`src/rtl/regfile_wb_arbiter.sv`:
```
// Register-file write-port arbiter: in-order pipeline writeback vs. a one-entry buffered
// out-of-order multicycle result, plus a pending-destination scoreboard for decode hazards.
module regfile_wb_arbiter #(
   parameter int WIDTH        = 32,
   parameter int STARVE_LIMIT = 4
) (
   input  logic             clk,
   input  logic             rst,

   input  logic             pipe_wr_en,
   input  logic [4:0]       pipe_wr_addr,
   input  logic [WIDTH-1:0] pipe_wr_data,

   input  logic             mc_valid,
   input  logic [4:0]       mc_addr,
   input  logic [WIDTH-1:0] mc_data,
   output logic             mc_ready,

   input  logic             mc_issue,
   input  logic [4:0]       mc_issue_addr,

   input  logic [4:0]       dec_rs,
   input  logic [4:0]       dec_rt,
   input  logic [4:0]       dec_dst,
   input  logic             dec_dst_valid,
   output logic             stall,

   output logic             wb_hold,

   output logic             regwrite,
   output logic [4:0]       address_wb,
   output logic [WIDTH-1:0] data_wb
);

   localparam logic [3:0] LIMIT    = 4'(STARVE_LIMIT);
   localparam logic [3:0] LIMIT_M1 = 4'(STARVE_LIMIT - 1);

   logic             buf_valid_q, buf_valid_d;
   logic [4:0]       buf_addr_q,  buf_addr_d;
   logic [WIDTH-1:0] buf_data_q,  buf_data_d;
   logic [31:0]      pending_q,   pending_d;
   logic [3:0]       cnt_q,       cnt_d;
   logic             wb_hold_q,   wb_hold_d;

   logic pipe_use;
   logic drain;
   logic blocked;
   logic accept;

   // A pipeline write to r0 is discarded, so it never takes the port from the buffer.
   assign pipe_use = pipe_wr_en && (pipe_wr_addr != 5'd0);
   assign drain    = buf_valid_q && !pipe_use;
   assign blocked  = buf_valid_q && !drain;
   assign mc_ready = !rst && (!buf_valid_q || drain);
   assign accept   = mc_valid && mc_ready;
   assign wb_hold  = wb_hold_q;

   always_comb begin
      regwrite   = 1'b0;
      address_wb = 5'd0;
      data_wb    = '0;
      if (!rst) begin
         if (pipe_use) begin
            regwrite   = 1'b1;
            address_wb = pipe_wr_addr;
            data_wb    = pipe_wr_data;
         end else if (drain) begin
            regwrite   = 1'b1;
            address_wb = buf_addr_q;
            data_wb    = buf_data_q;
         end
      end
   end

   always_comb begin
      stall = 1'b0;
      if (!rst) begin
         stall = ((dec_rs != 5'd0) && pending_q[dec_rs])
              || ((dec_rt != 5'd0) && pending_q[dec_rt])
              || (dec_dst_valid && (dec_dst != 5'd0) && pending_q[dec_dst]);
      end
   end

   always_comb begin
      buf_valid_d = buf_valid_q;
      buf_addr_d  = buf_addr_q;
      buf_data_d  = buf_data_q;
      if (accept) begin
         // An r0 result is acknowledged but never occupies the buffer.
         buf_valid_d = (mc_addr != 5'd0);
         buf_addr_d  = mc_addr;
         buf_data_d  = mc_data;
      end else if (drain) begin
         buf_valid_d = 1'b0;
      end
   end

   // Clear before set so a same-cycle issue to the draining register stays pending.
   always_comb begin
      pending_d = pending_q;
      if (drain) begin
         pending_d[buf_addr_q] = 1'b0;
      end
      if (mc_issue && (mc_issue_addr != 5'd0)) begin
         pending_d[mc_issue_addr] = 1'b1;
      end
      pending_d[0] = 1'b0;
   end

   always_comb begin
      cnt_d     = cnt_q;
      wb_hold_d = wb_hold_q;
      if (!blocked) begin
         cnt_d = 4'd0;
      end else if (cnt_q < LIMIT) begin
         cnt_d = cnt_q + 4'd1;
      end
      if (blocked && (cnt_q == LIMIT_M1)) begin
         wb_hold_d = 1'b1;
      end else if (drain) begin
         wb_hold_d = 1'b0;
      end
   end

   always_ff @(posedge clk) begin
      if (rst) begin
         buf_valid_q <= 1'b0;
         buf_addr_q  <= 5'd0;
         buf_data_q  <= '0;
         pending_q   <= 32'd0;
         cnt_q       <= 4'd0;
         wb_hold_q   <= 1'b0;
      end else begin
         buf_valid_q <= buf_valid_d;
         buf_addr_q  <= buf_addr_d;
         buf_data_q  <= buf_data_d;
         pending_q   <= pending_d;
         cnt_q       <= cnt_d;
         wb_hold_q   <= wb_hold_d;
      end
   end

endmodule

```
`config.mk`:
```
export PLATFORM = sky130hd
export DESIGN_NAME = regfile_wb_arbiter
export DESIGN_NICKNAME = d
export VERILOG_FILES = /design/src/rtl/regfile_wb_arbiter.sv
export SDC_FILE = /design/constraint.sdc
export NUM_CORES = 1
export LEC_CHECK = 0
export CAP_MARGIN = 10
export CORE_AREA = 4 4 119 121
export CTS_CLUSTER_DIAMETER = 40
export DETAILED_ROUTE_END_ITERATION = 10
export DIE_AREA = 0 0 123 125
export PLACE_DENSITY_LB_ADDON = 0.15
export SLEW_MARGIN = 20
export SYNTH_ARGS = -nofsm -noshare
export SYNTH_HDL_FRONTEND = slang
export SYNTH_SLANG_ARGS = --single-unit
```
`constraint.sdc`:
```
create_clock -name clk -period 5 [get_ports clk]
set_input_delay 1.25 -clock clk [delete_from_list [all_inputs] [get_ports clk]]
set_output_delay 1.25 -clock clk [all_outputs]
set_load 0.01 [all_outputs]
```
### Yosys cells after proc, flatten, opt, wreduce, memory -nomap -nowiden

Cells that the tools add are included.

| cells by class | value |
|---|---|
| add/sub/neg operators | 1 |
| multipliers | 0 |
| divide/modulo/power cells | 0 |
| order comparisons | 8 |
| equal/unequal tests | 1 |
| shift operators | 0 |
| mux-type cells | 25 |
| bitwise gates (word level) | 4 |
| reduce and logical (&&, ||, !) cells | 29 |

Operators by type and width:

| operator | count |
|---|---|
| 2-to-1 mux 32 bit | 5 |
| bitwise AND 32 bit | 1 |
| inverter 32 bit | 1 |
| bitwise OR 32 bit | 1 |
| < comparator 5 x 6 -> 1 bit (second input constant) | 5 |
| nonzero test 5 bit | 6 |
| binary-select mux 1 bit (select 5 bit) | 3 |
| 2-to-1 mux 5 bit | 3 |
| logical AND 1 bit | 13 |
| 2-to-1 mux 1 bit | 12 |
| demux 1 bit (select 5 bit) | 2 |
| >= comparator 5 x 1 -> 1 bit (second input constant) | 2 |
| adder 4 x 1 -> 4 bit (second input constant) | 1 |
| == test 4 x 2 -> 1 bit (second input constant) | 1 |
| logical NOT 1 bit | 4 |
| < comparator 4 x 3 -> 1 bit (second input constant) | 1 |
| nonzero test 2 bit | 2 |
| logical OR 1 bit | 3 |
| OR reduction 2 bit | 1 |
| inverter 1 bit | 1 |

| word-level totals | value |
|---|---|
| flip-flop bits (word level) | 75 |
| latch bits | 0 |
| RAM bits | 0 |
| bits in read-only memories | 0 |
| input bits | 100 |
| output and inout port bits | 41 |
| word-level logic and storage cells | 75 |
| memories kept | 0 |

### Depth between registers and ports, before layout

Gate-level depths: netlist (run 1).

| depth | value |
|---|---|
| depth after elaboration | 9 |
| gate-level depth with buffers | 8 |

### Least setup slack after synthesis (run 1)

Ideal clock, no wire load.

| timing | value |
|---|---|
| kind | input port to output port |
| from | input pipe_wr_addr[2] |
| to | output data_wb[2] |
| data arrival time | 2809 ps |
| required time | 3750 ps |
| setup slack | 941 ps |
| stages | 6 |
| path buffers | 2 |
| cells stage by stage | or4_4 > o21ai_2 > buf_2 > buf_2 > nand3_1 > a21oi_1 |

| between the ends | value |
|---|---|
| cells in the longest elaborated chain, start to end | 7 |

RTL lines:

| what | line | RTL |
|---|---|---|
| start: declaration | 11 | `input logic [4:0] pipe_wr_addr,` |
| nonzero test 5 bit * | 51 | `assign pipe_use = pipe_wr_en && (pipe_wr_addr != 5'd0);` |
| logical AND 1 bit * | 51 |  |
| logical NOT 1 bit | 52 | `assign drain = buf_valid_q && !pipe_use;` |
| logical AND 1 bit | 52 |  |
| 2-to-1 mux 32 bit | 67 | `end else if (drain) begin` |
| 2-to-1 mux 32 bit * | 63 | `if (pipe_use) begin` |
| 2-to-1 mux 32 bit * | 62 | `if (!rst) begin` |
| end: declaration | 32 | `output logic [WIDTH-1:0] data_wb` |

Mark *: on every way between the ends. The rest lies on a longest branch, timed or not.

### Worst setup path in the final report (run 1)

| timing | value |
|---|---|
| from | input dec_rs[1] |
| to | output stall |

| between the ends | value |
|---|---|
| cells in the longest elaborated chain, start to end | 6 |
| elaborated cells on any way between the ends | 7 |
| classes of those cells | mux: 3; reduce/logical: 4 |

RTL lines:

| what | line | RTL |
|---|---|---|
| start: declaration | 22 | `input logic [4:0] dec_rs,` |
| binary-select mux 1 bit (select 5 bit) | 78 | `stall = ((dec_rs != 5'd0) && pending_q[dec_rs])` |
| 2-to-1 mux 1 bit (not written as such) | 78 |  |
| logical AND 1 bit * | 78 |  |
| logical OR 1 bit * | 79 | `\|\| ((dec_rt != 5'd0) && pending_q[dec_rt])` |
| logical OR 1 bit * | 80 | `\|\| (dec_dst_valid && (dec_dst != 5'd0) && pending_q[dec_dst]);` |
| 2-to-1 mux 1 bit * | 77 | `if (!rst) begin` |
| end: declaration | 26 | `output logic stall,` |

Mark *: on every way between the ends. The rest lies on a longest branch, timed or not. The select of a mux whose other input is x is not followed.

==> results by group, run 1 <==
GRT
  • Largest net degree at the start of global routing: 52
  • Vias in the first global route: 4694
  • Overflow after GRT: 0
  • Initial antenna violation count: 0
  • Global-route usage over all layers: a little under a fifth
  • Global-route wire length before repair: 23770 um

Floorplanning
  • Die width: roughly 120 um
  • Initial Util: between 30% and 40%
  • Total Die Area: about 0.015 mm^2
  • Die H: 125 um
  • IO Count: about 140
  • Rows: 42
  • Core area: 0.01309 mm^2

Final layout
  • Layout cells sized above 1: 9.599%
  • Final Instance Count excl. Fillers: 874
  • ANT cells: 0
  • Multi-input gate area: 0.002669 mm^2
  • Design area: between 0.006 and 0.007 mm^2
  • Area growth syn-to-layout: 42.50%
  • Nets: 794
  • Fill count: approximately 1300
  • Sequential Area: 0.001483 mm^2

Timing
  • Slew headroom: 37.41%
  • F_max: 205.2 MHz
  • Final setup viols: 0
  • Clock Skew: 0.004171 ns
  • Setup TNS: 0 ns
  • Period utilization: 97.45%
  • Final Max Slew Viols: 0
  • Slew @ Worst Pin: around 0.94 ns
  • Fin. Hold Viols: 0
  • RSZ-0062 raised after global routing: false
  • Tmin final: 4.872 ns

Route
  • Initial DRC Count: 259
  • Total Wirelength: 14870 um
  • Routed vias/inst: 5.225
  • Via count: 4567
  • First-pass detailed-route iteration total: 5
  • Drt drc: 0
  • Drt wl/cell: ~17 um
  • Detail Route Antenna Nets: 0

Worst setup path
  • Worst Path Required: 3.75 ns
  • Crit path launch type: primary input
  • Data arrival, critical path: 3.62 ns
  • Crit-path max FO: 6
  • Setup CP Type: primary input to primary output
  • CP Capture Type: primary output

Clock network
  • Setup Fix Bufs, Post-CTS: 0
  • H-tree levels: 3
  • CTS tree: built
  • CTS Sinks: 74
  • CTS clk-pin slew, worst paths: 0.06 ns
  • Clk_lat worst skew: roughly 0.33 ns
  • Clock Tree Buf Depth: 2
  • Root Buffer: clkbuf_16
  • Post-CTS Hold Buffers: 0
  • Post-CTS sizing: 0
  • TritonCTS buffer count: 9

Logic synthesis
  • Cell Area, Synth: ~0.0044 mm^2
  • Sequential share of the synthesized area: 33.82%
  • Multiplexer area fraction after synthesis: 12.45%
  • Fraction of registers with async set/reset: 0%
  • Synth Register Bits: between 70 and 80
  • Post-synth EDFFs: 0
  • XOR/XNOR Fraction of Synth Area: 0.1999%
  • Post-synthesis adder-cell area fraction: less than 1%
  • Post-synth top area share: around 34%
  • Post-synth top area cell: dfxtp_1
  • Post-synthesis simple-gate area fraction: between 20% and 30%
  • Mean Syn Cell Area: 7.658 um^2
  • Most used DFF post-synth: dfxtp_1
  • Syn nets: 673
  • Post-synthesis compound-gate area fraction: about a fifth
  • Synth warn: 0
  • Synth top area cells: dfxtp_1, nand2_1, mux4_2
  • Largest family of logic cells by synthesized area: simple AND/OR/NAND/NOR gates
  • Synthesized instance count: between 500 and 600
  • Post-synthesis cell type count: 49

Job
  • Max cap viols: 0

Placed design
  • DP Area: 0.005933 mm^2
  • GPL Wtd Cong: roughly 0.89
  • Dpl cells: 858
  • I/O Buffers: 140
  • DP Wirelength: 11440 um

Run status
  • Status: finished clean

Pwr
  • Power Density: 251.7 mW/mm^2
  • Leak pwr: 2.124 nW
  • Worst vdd ir: 0.1192 mV

Worst hold path
  • Hold Crit Class: flop to flop
-- layout by cell type (no fill, tap or decap), types with 2 or more instances in the layout --
| cell | netlist | routed |
|---|---|---|
| clkdlybuf4s50_1 | 0 | 137 |
| nand2_1 | 112 | 112 |
| a21oi_1 | 74 | 74 |
| dfxtp_1 | 74 | 73 |
| o21ai_0 | 68 | 68 |
| nand2b_1 | 48 | 48 |
| nand3_1 | 38 | 38 |
| nor2_1 | 19 | 19 |
| mux4_2 | 17 | 17 |
| buf_4 | 3 | 17 |
| mux2_2 | 10 | 10 |
| clkbuf_16 | 0 | 9 |
| nor2b_1 | 6 | 6 |
| inv_1 | 5 | 5 |
| mux2i_1 | 5 | 5 |
| nand4b_1 | 4 | 4 |
| nand4_1 | 4 | 4 |
| clkinvlp_4 | 0 | 4 |
| o22ai_1 | 3 | 3 |
| o211ai_1 | 3 | 3 |
| a31oi_1 | 3 | 3 |
| a32oi_1 | 2 | 2 |
| a211oi_1 | 2 | 2 |
| o21ai_1 | 2 | 2 |
| and2_1 | 2 | 2 |
| inv_6 | 0 | 2 |
| dlymetal6s2s_1 | 0 | 2 |
-- stage by stage --
step	power [mW]	hold slack, ns	setup WS, ns	utilization (%)
floorplan	0.7818	0.4403	0.9411	-
global placement	0.9349	0.4474	0.07048	45.34
detailed placement	0.9374	0.4664	0.07818	45.34
CTS	1.587	0.4775	0.07169	47.66
global route	1.637	0.4944	0.01188	47.71
finish	1.571	0.4738	0.1276	47.71
-- logic make-up (layout without fill, tap and decap cells) --
kind of cell / count (synthesis) / count (layout)
AOI/OAI and AO/OA: 168 / 168
xor gates and xnor gates: 1 / 1
adders and majority gates: 1 / 1
buffers and inverters: 53 / 179
DFF: 74 / 74
muxes: 32 / 32
and+or+nand+nor: 243 / 243
-- worst paths after layout --
check             cells past startpoint                           to  slack [ns]                        start
setup / recovery                      7                        stall        0.13                    dec_rs[1]
hold / removal                        2  buf_data_q[13]$_SDFFE_PP0P_        0.47  buf_data_q[13]$_SDFFE_PP0P_
setup reg to reg                      3      pending_q[6]$_SDFF_PP0_        3.20     buf_valid_q$_SDFFE_PP0P_
hold reg to reg                       2  buf_data_q[13]$_SDFFE_PP0P_        0.47  buf_data_q[13]$_SDFFE_PP0P_
-- worst max-delay path, stage by stage --
cell and delay [ns]:
clkdlybuf4s50_1 0.66, mux4_2 0.54, mux2_2 0.28, nand3b_1 0.09
a41o_1 0.18, o211ai_1 0.09, clkdlybuf4s50_1 0.52
-- state kept, by name, summed over array words and instances, names as in the netlist --
name         flops
buf_data_q      32
buf_addr_q       5
buf_valid_q      1
pending_q       31
wb_hold          1
cnt_q            4
-- final cells by class --
cell class,count,area share [%]
multi-input cells,445,42.75
repair buffers,158,24.81
flip-flops and latches,74,23.75
clock buffers,9,3.608
well taps,176,3.528
clock inverters,7,1.243
inverters,5,0.3007
-- power by group --
part / switching, mW / internal (mW) / total, mW
clock: 0.258 / 0.390 / 0.648
combinational: 0.124 / 0.154 / 0.279
sequential: 0.0288 / 0.616 / 0.645
-- cell usage after synthesis (all sizes together) (4+ instances only) --
cell and instances:
nor2b 6, a21oi 74, inv 5, dfxtp 74, nor2 19, clkbuf 31, nand4 4, o21ai 71
nand4b 4, mux2i 5, buf 17, mux2 10, nand3 38, nand2b 48, nand2 112, mux4 17
-- per-layer routing --
| layer | vias up | track usage (%) | wire length (um) | part of all wire (%) |
|---|---|---|---|---|
| met5 | - | 0 | 0 | 0 |
| met4 | 0 | 5.863 | 310 | 2.1 |
| met3 | 23 | 5.556 | 1170 | 7.9 |
| met2 | 169 | 31.01 | 6854 | 46 |
| met1 | 2125 | 24.78 | 6530 | 44 |
| li1 | 2250 | - | - | - |
Note: power is estimated with default switching activity, not from simulation.
==> inputs of run 2 (changes only) <==
- CORE_AREA: 4 4 119 121 -> 2 2 117 119
- DIE_AREA: 0 0 123 125 -> 0 0 119 121
- clock period: 5 -> 4.12 ns (I/O delays scaled with it)
==> run 2 against run 1 <==
Against the previous run: sequential share of layout area fell by 0.46 points; global-route usage rose by 0.93 points; combinational power rose by 25%; clock power rose by 31%; largest cell class unchanged; non-clock buffer count rose by 14; setup slack got worse by 0.10 ns; worst hold slack got worse by 0.0041 ns; sequential power rose by 21%; critical path type unchanged; highest routed layer unchanged.
==> results by group, run 2 (same netlist as run 1, synthesis figures left out) <==
Run status
  • Status: finished clean

Pwr
  • Worst vdd ir: 0.1572 mV
  • Power Density: 310.6 mW/mm^2
  • Leak pwr: 2.308 nW

GRT
  • Vias in the first global route: between 4000 and 5000
  • Global-route usage over all layers: 20.13%
  • Overflow after GRT: 0
  • Largest net degree at the start of global routing: 75
  • Global-route wire length before repair: 23430 um
  • Initial antenna violation count: 0

Final layout
  • Final Instance Count excl. Fillers: 888
  • Commonest non-fill, non-tap cell in the layout: nand2_1
  • Design area: 0.006366 mm^2
  • Fill count: 1286
  • Layout cells sized above 1: 16.29%
  • Most flops, register: buf_data_q
  • ANT cells: 0
  • Most frequent cells in the layout: nand2_1, clkdlybuf4s50_1, dfxtp_1, o21ai_0, a21oi_1
  • Max reg flops: 32
  • Largest regs: buf_data_q x32, pending_q x31, buf_addr_q x5
  • Nets: between 800 and 900
  • Area growth syn-to-layout: 45.33%

Worst setup path
  • RR Startpoint: buf_valid_q$_SDFFE_PP0P_
  • CP Capture Type: primary output
  • Crit path launch type: primary input
  • RR Endpoint: pending_q[25]$_SDFF_PP0_
  • Reg2Reg Setup Slack: 2.50 ns
  • CP Capture Point: data_wb[26]
  • Crit-path max FO: 12
  • Worst Setup SP: pipe_wr_addr[1]
  • Data arrival, critical path: 3.06 ns
  • Setup CP Type: primary input to primary output
  • R2R cell count: 3
  • Worst Path Required: just over 3 ns

Clock network
  • Post-CTS Hold Buffers: 0
  • CTS clk-pin slew, worst paths: around 0.060 ns
  • TritonCTS buffer count: 9
  • CTS Sinks: 74
  • Root Buffer: clkbuf_16
  • CTS tree: built
  • Clk_lat worst skew: 0.33 ns
  • Clock Tree Buf Depth: 2
  • H-tree levels: 3

Floorplanning
  • Total Die Area: around 0.014 mm^2
  • IO Count: 141
  • Die H: 121 um
  • Rows: 42
  • Die width: 119 um
  • Core area: between 0.01 and 0.015 mm^2
  • Initial Util: between 30 and 40%

Timing
  • RSZ-0062 raised after global routing: true
  • Slew headroom: around 47%
  • Clock Skew: 0.01018 ns
  • F_max: 244.3 MHz
  • Slew @ Worst Pin: 0.7840 ns
  • Final Max Slew Viols: 0
  • Final setup viols: 0
  • Tmin final: 4.093 ns
  • Fin. Hold Viols: 0
  • Period utilization: 99.34%

Placed design
  • I/O Buffers: 140
  • DP Area: 0.006028 mm^2
  • DP Wirelength: approximately 11000 um
  • Dpl cells: 869
  • GPL Wtd Cong: 0.9055

Route
  • First-pass detailed-route iteration total: 4
  • Routed vias/inst: 5.211
  • Drt drc: 0
  • Drt wl/cell: 16.28 um
  • Via count: 4627
  • Detail Route Antenna Nets: 0
  • Total Wirelength: 14450 um
  • Initial DRC Count: between 200 and 300

Worst hold path
  • Hold_sp: buf_data_q[12]$_SDFFE_PP0P_
  • Hold Crit Class: flop to flop

Job
  • Max cap viols: 0
[run 2: changes by cell type in the layout (fill, tap and decap cells not counted), sizes merged]
| cell | previous run | this run |
|---|---|---|
| buf | 19 | 44 |
| bufbuf | 0 | 1 |
| bufinv | 1 | 2 |
| clkbuf | 9 | 16 |
| clkdlybuf4s15 | 0 | 8 |
| clkdlybuf4s50 | 137 | 98 |
| clkinv | 0 | 1 |
| clkinvlp | 4 | 2 |
| dlygate4sd2 | 0 | 13 |
| dlymetal6s2s | 2 | 1 |
[run 2: power breakdown]
group / switching [mW] / internal, mW
clock: 0.313 / 0.535
sequential: 0.0315 / 0.748
combinational: 0.162 / 0.189
[run 2: worst min-delay path by stage]
stage,endpoint,cells past startpoint
2_1_floorplan,cnt_q[3]$_SDFFE_PP0N_,2
3_3_place_gp,cnt_q[3]$_SDFFE_PP0N_,2
3_5_place_dp,buf_data_q[12]$_SDFFE_PP0P_,2
4_1_cts,buf_data_q[12]$_SDFFE_PP0P_,2
5_1_grt,buf_data_q[12]$_SDFFE_PP0P_,2
6_report,buf_data_q[12]$_SDFFE_PP0P_,2
[run 2: timing repair]
item / 4_1_cts / 5_1_grt
pin swaps: 6 / 11
gates cloned: 1 / 0
setup buffers: 1 / 1
setup endpoints to repair: 39 / 16
resized for setup: 74 / 44
[run 2: final cells by class]
cell class	count	area, um^2	area share [%]
clock inverter	7	101.3	1.592
tap	176	220.2	3.459
clock buffer	9	225.2	3.538
sequential	74	1483	23.29
inverter	5	18.77	0.2948
timing repair buffer	172	1589	24.96
multi-input combinational	445	2729	42.87
[run 2: stage by stage]
stage / TNS (ns) / utilization (%) / power [mW] / hold WS [ns] / worst slack (ns)
6_report: 0 / 48.65 / 1.978 / 0.4696 / 0.02718
5_1_grt: -0.1266 / 48.65 / 2.067 / 0.4944 / -0.05540
3_3_place_gp: -5.732 / 46.07 / 1.142 / 0.4486 / -0.2406
2_1_floorplan: 0 / - / 0.9488 / 0.4403 / 0.5011
4_1_cts: -0.7762 / 48.85 / 2.000 / 0.4717 / -0.1723
3_5_place_dp: -5.703 / 46.07 / 1.147 / 0.4661 / -0.2305
[run 2: routing by layer]
layer / up-vias / part of all wire [%] / track usage [%]
li1: 2284 / - / -
met1: 2174 / 44 / 25.94
met2: 159 / 47 / 32.90
met3: 10 / 7.4 / 5.263
met4: 0 / 1.1 / 6.548
met5: - / 0 / 0
[run 2: worst max-delay path, stage by stage]
cell,delay [ns]
clkdlybuf4s50_1,0.44
or4_4,0.55
o21ai_4,0.18
buf_4,0.15
buf_6,0.14
nand3_1,0.08
a21oi_1,0.19
dlygate4sd2_1,0.29
==> inputs of run 3 (changes only) <==
- CELL_PAD_IN_SITES_DETAIL_PLACEMENT: unset -> 1
- CELL_PAD_IN_SITES_GLOBAL_PLACEMENT: unset -> 1
- CORE_AREA: 2 2 117 119 -> 2 2 124 126
- CTS_CLUSTER_DIAMETER: 40 -> 80
- DIE_AREA: 0 0 119 121 -> 0 0 126 128
==> run 3 against run 2 <==
Against the previous run: combinational power increased by 2%; register-to-register slack worse by 0.29 ns; worst hold slack improved by 0.0046 ns; clock skew decreased by 0.0050 ns; wire length grew 15%; setup slack better by 0.097 ns; core utilization decreased by 5.5 points; global-route usage is 0.40 points higher; cell count is 2.3% higher; clock power is 6.2% higher; critical path depth unchanged; sequential power about the same.
==> results by group, run 3 (same netlist as run 1, synthesis figures left out) <==
Worst setup path
  • Crit-path max FO: 13
  • CP Capture Type: primary output
  • Crit path launch type: primary input
  • Setup CP Type: primary input to primary output
  • CP Cell Sequence: clkdlybuf4s50_1, or4_4, o21ai_4, buf_4, buf_12, nand3_1, a21oi_2, dlygate4sd2_1
  • Worst Path Required: about 3 ns
  • Data arrival, critical path: 2.97 ns
  • CP delay by family, top: buffers and inverters
  • Max incr delay on CP: between 0.4 and 0.5 ns
  • CP Depth: 8
  • R2R cell count: 4
  • CP Buf/Inv Count: 4
  • CP max-delay cell: or4_4

Final layout
  • Area growth syn-to-layout: 46.59%
  • Final Core Density: 43.20%
  • Design area: 0.006421 mm^2
  • Fill count: 1811
  • Most frequent cells in the layout: nand2_1, clkdlybuf4s50_1, dfxtp_1, a21oi_1, o21ai_0
  • Max reg flops: 32
  • Commonest non-fill, non-tap cell in the layout: nand2_1
  • Nets: a little over 800
  • Largest regs: buf_data_q x32, pending_q x31, buf_addr_q x5
  • Most flops, register: buf_data_q
  • Final Instance Count excl. Fillers: a little over 900
  • Layout cells sized above 1: 14.60%

Timing
  • Final Max Slew Viols: 0
  • Setup TNS: 0 ns
  • Fin. Hold Viols: 0
  • Fin Hold WS: between 0.4 and 0.5 ns
  • F_max: 250.2 MHz
  • Period utilization: 96.99%
  • RSZ-0062 raised after global routing: false
  • Clock Skew: roughly 0.0052 ns
  • Final setup viols: 0
  • Tmin final: approximately 4.0 ns
  • Slew headroom: 45.05%
  • Slew @ Worst Pin: 0.8243 ns

Clock network
  • Post-CTS Hold Buffers: 0
  • H-tree levels: 3
  • Clock Tree Buf Depth: 2
  • TritonCTS buffer count: 9
  • CTS clk-pin slew, worst paths: 0.06 ns
  • Root Buffer: clkbuf_16
  • CTS Sinks: 74
  • CTS tree: built
  • Clk_lat worst skew: 0.33 ns

Worst hold path
  • Hold Crit Class: flop to flop
  • Hold path depth: 2

Placed design
  • I/O Buffers: 140
  • GPL Wtd Cong: roughly 0.90
  • DP Wirelength: about 13000 um
  • DP Area: 0.006081 mm^2
  • Dpl cells: 886

Run status
  • Status: finished clean

Route
  • Via count: between 4000 and 5000
  • Total Wirelength: 16580 um
  • Drt drc: 0
  • Initial DRC Count: 154
  • Detail Route Antenna Nets: 0
  • Drt wl/cell: 18.26 um
  • First-pass detailed-route iteration total: 4
  • Routed vias/inst: between 5 and 6

Floorplanning
  • Initial Util: 29.47%
  • IO Count: ~140
  • Core area: about 0.015 mm^2
  • Rows: 45
  • Die H: 128 um
  • Total Die Area: 0.01613 mm^2
  • Die width: 126 um

GRT
  • Global-route wire length before repair: around 26000 um
  • Overflow after GRT: 0
  • Vias in the first global route: 5043
  • Global-route usage over all layers: 20.53%
  • Initial antenna violation count: 2
  • Largest net degree at the start of global routing: 49

Pwr
  • Seq pwr share: between 30% and 40%
  • Comb pwr share: between 10% and 20%
  • Worst vdd ir: 0.2284 mV
  • NetSw: approximately 0.51 mW
  • Power Density: roughly 320 mW/mm^2
  • Clk pwr share: 44.2%
  • Leak pwr: approximately 2.4 nW
  • Switching fraction of total power: 24.98%
  • Int Power: roughly 1.5 mW

Job
  • Max cap viols: 0
-- run 3: changes by cell type in the layout (fill, tap and decap cells not counted), moves of 2 or more --
cell,change
clkdlybuf4s15_1,-8
clkbuf_2,-6
a21oi_1,+12
clkdlybuf4s50_1,-5
a21oi_2,-12
buf_4,+6
dlygate4sd2_1,+19
clkinv_2,+2
-- run 3: what timing repair did --
item                                    in CTS  in global routing
buffers inserted                             2                  2
gates resized for setup                     90                  3
gates cloned                                 1                  0
endpoints found under the setup margin      39                 14
pin swaps                                   17                  1
-- run 3: power groups by stage --
stage                     Combinational [mW]  Clock (mW)  Sequential (mW)
after detailed placement               0.364           0            0.797
final                                  0.357       0.901            0.781
after global placement                 0.357           0            0.795
after CTS                              0.360       0.920            0.781
after floorplan                        0.171           0            0.778
after global routing                   0.391       0.953            0.786
-- run 3: routing by layer --
metal / up-vias / global-route usage (%) / wire length, um
met2: 161 / 34.69 / 7895
met4: 2 / 6.464 / 405
met3: 27 / 6.427 / 1197
met5: - / 0 / 13
li1: 2302 / - / -
met1: 2248 / 25.04 / 7070
-- run 3: worst paths after layout --
path / start / endpoint / slack, ns
worst max-delay path: pipe_wr_addr[2] / data_wb[14] / 0.12
worst min register to register: buf_data_q[24]$_SDFFE_PP0P_ / buf_data_q[24]$_SDFFE_PP0P_ / 0.47
worst max register to register: buf_valid_q$_SDFFE_PP0P_ / pending_q[16]$_SDFF_PP0_ / 2.21
worst min-delay path: buf_data_q[24]$_SDFFE_PP0P_ / buf_data_q[24]$_SDFFE_PP0P_ / 0.47
-- run 3: cell type report --
class                      count  area [um^2]  share of cell area, %
timing repair buffer         179         1655                  25.78
sequential                    74         1483                  23.09
tap                          188        235.2                  3.663
clock buffer                   9        225.2                  3.507
inverter                       5        18.77                 0.2923
clock inverter                 7        116.4                  1.812
multi-input combinational    445         2685                  41.82
antenna                        1        2.502                0.03897
-- run 3: per-stage QoR --
| step | worst slack (ns) | total power [mW] |
|---|---|---|
| finish | 0.1238 | 2.039 |
| global route | 0.01232 | 2.130 |
| CTS | 0.01233 | 2.061 |
| detailed placement | -0.3039 | 1.161 |
| global placement | -0.2709 | 1.153 |
| floorplan | 0.5011 | 0.9488 |
-- run 3: worst reg2reg max path, stage by stage (launching register included) --
cell and delay, ns:
dfxtp_2 0.86, buf_4 0.32, nand4_1 0.24, o21ai_0 0.26, a21oi_1 0.09
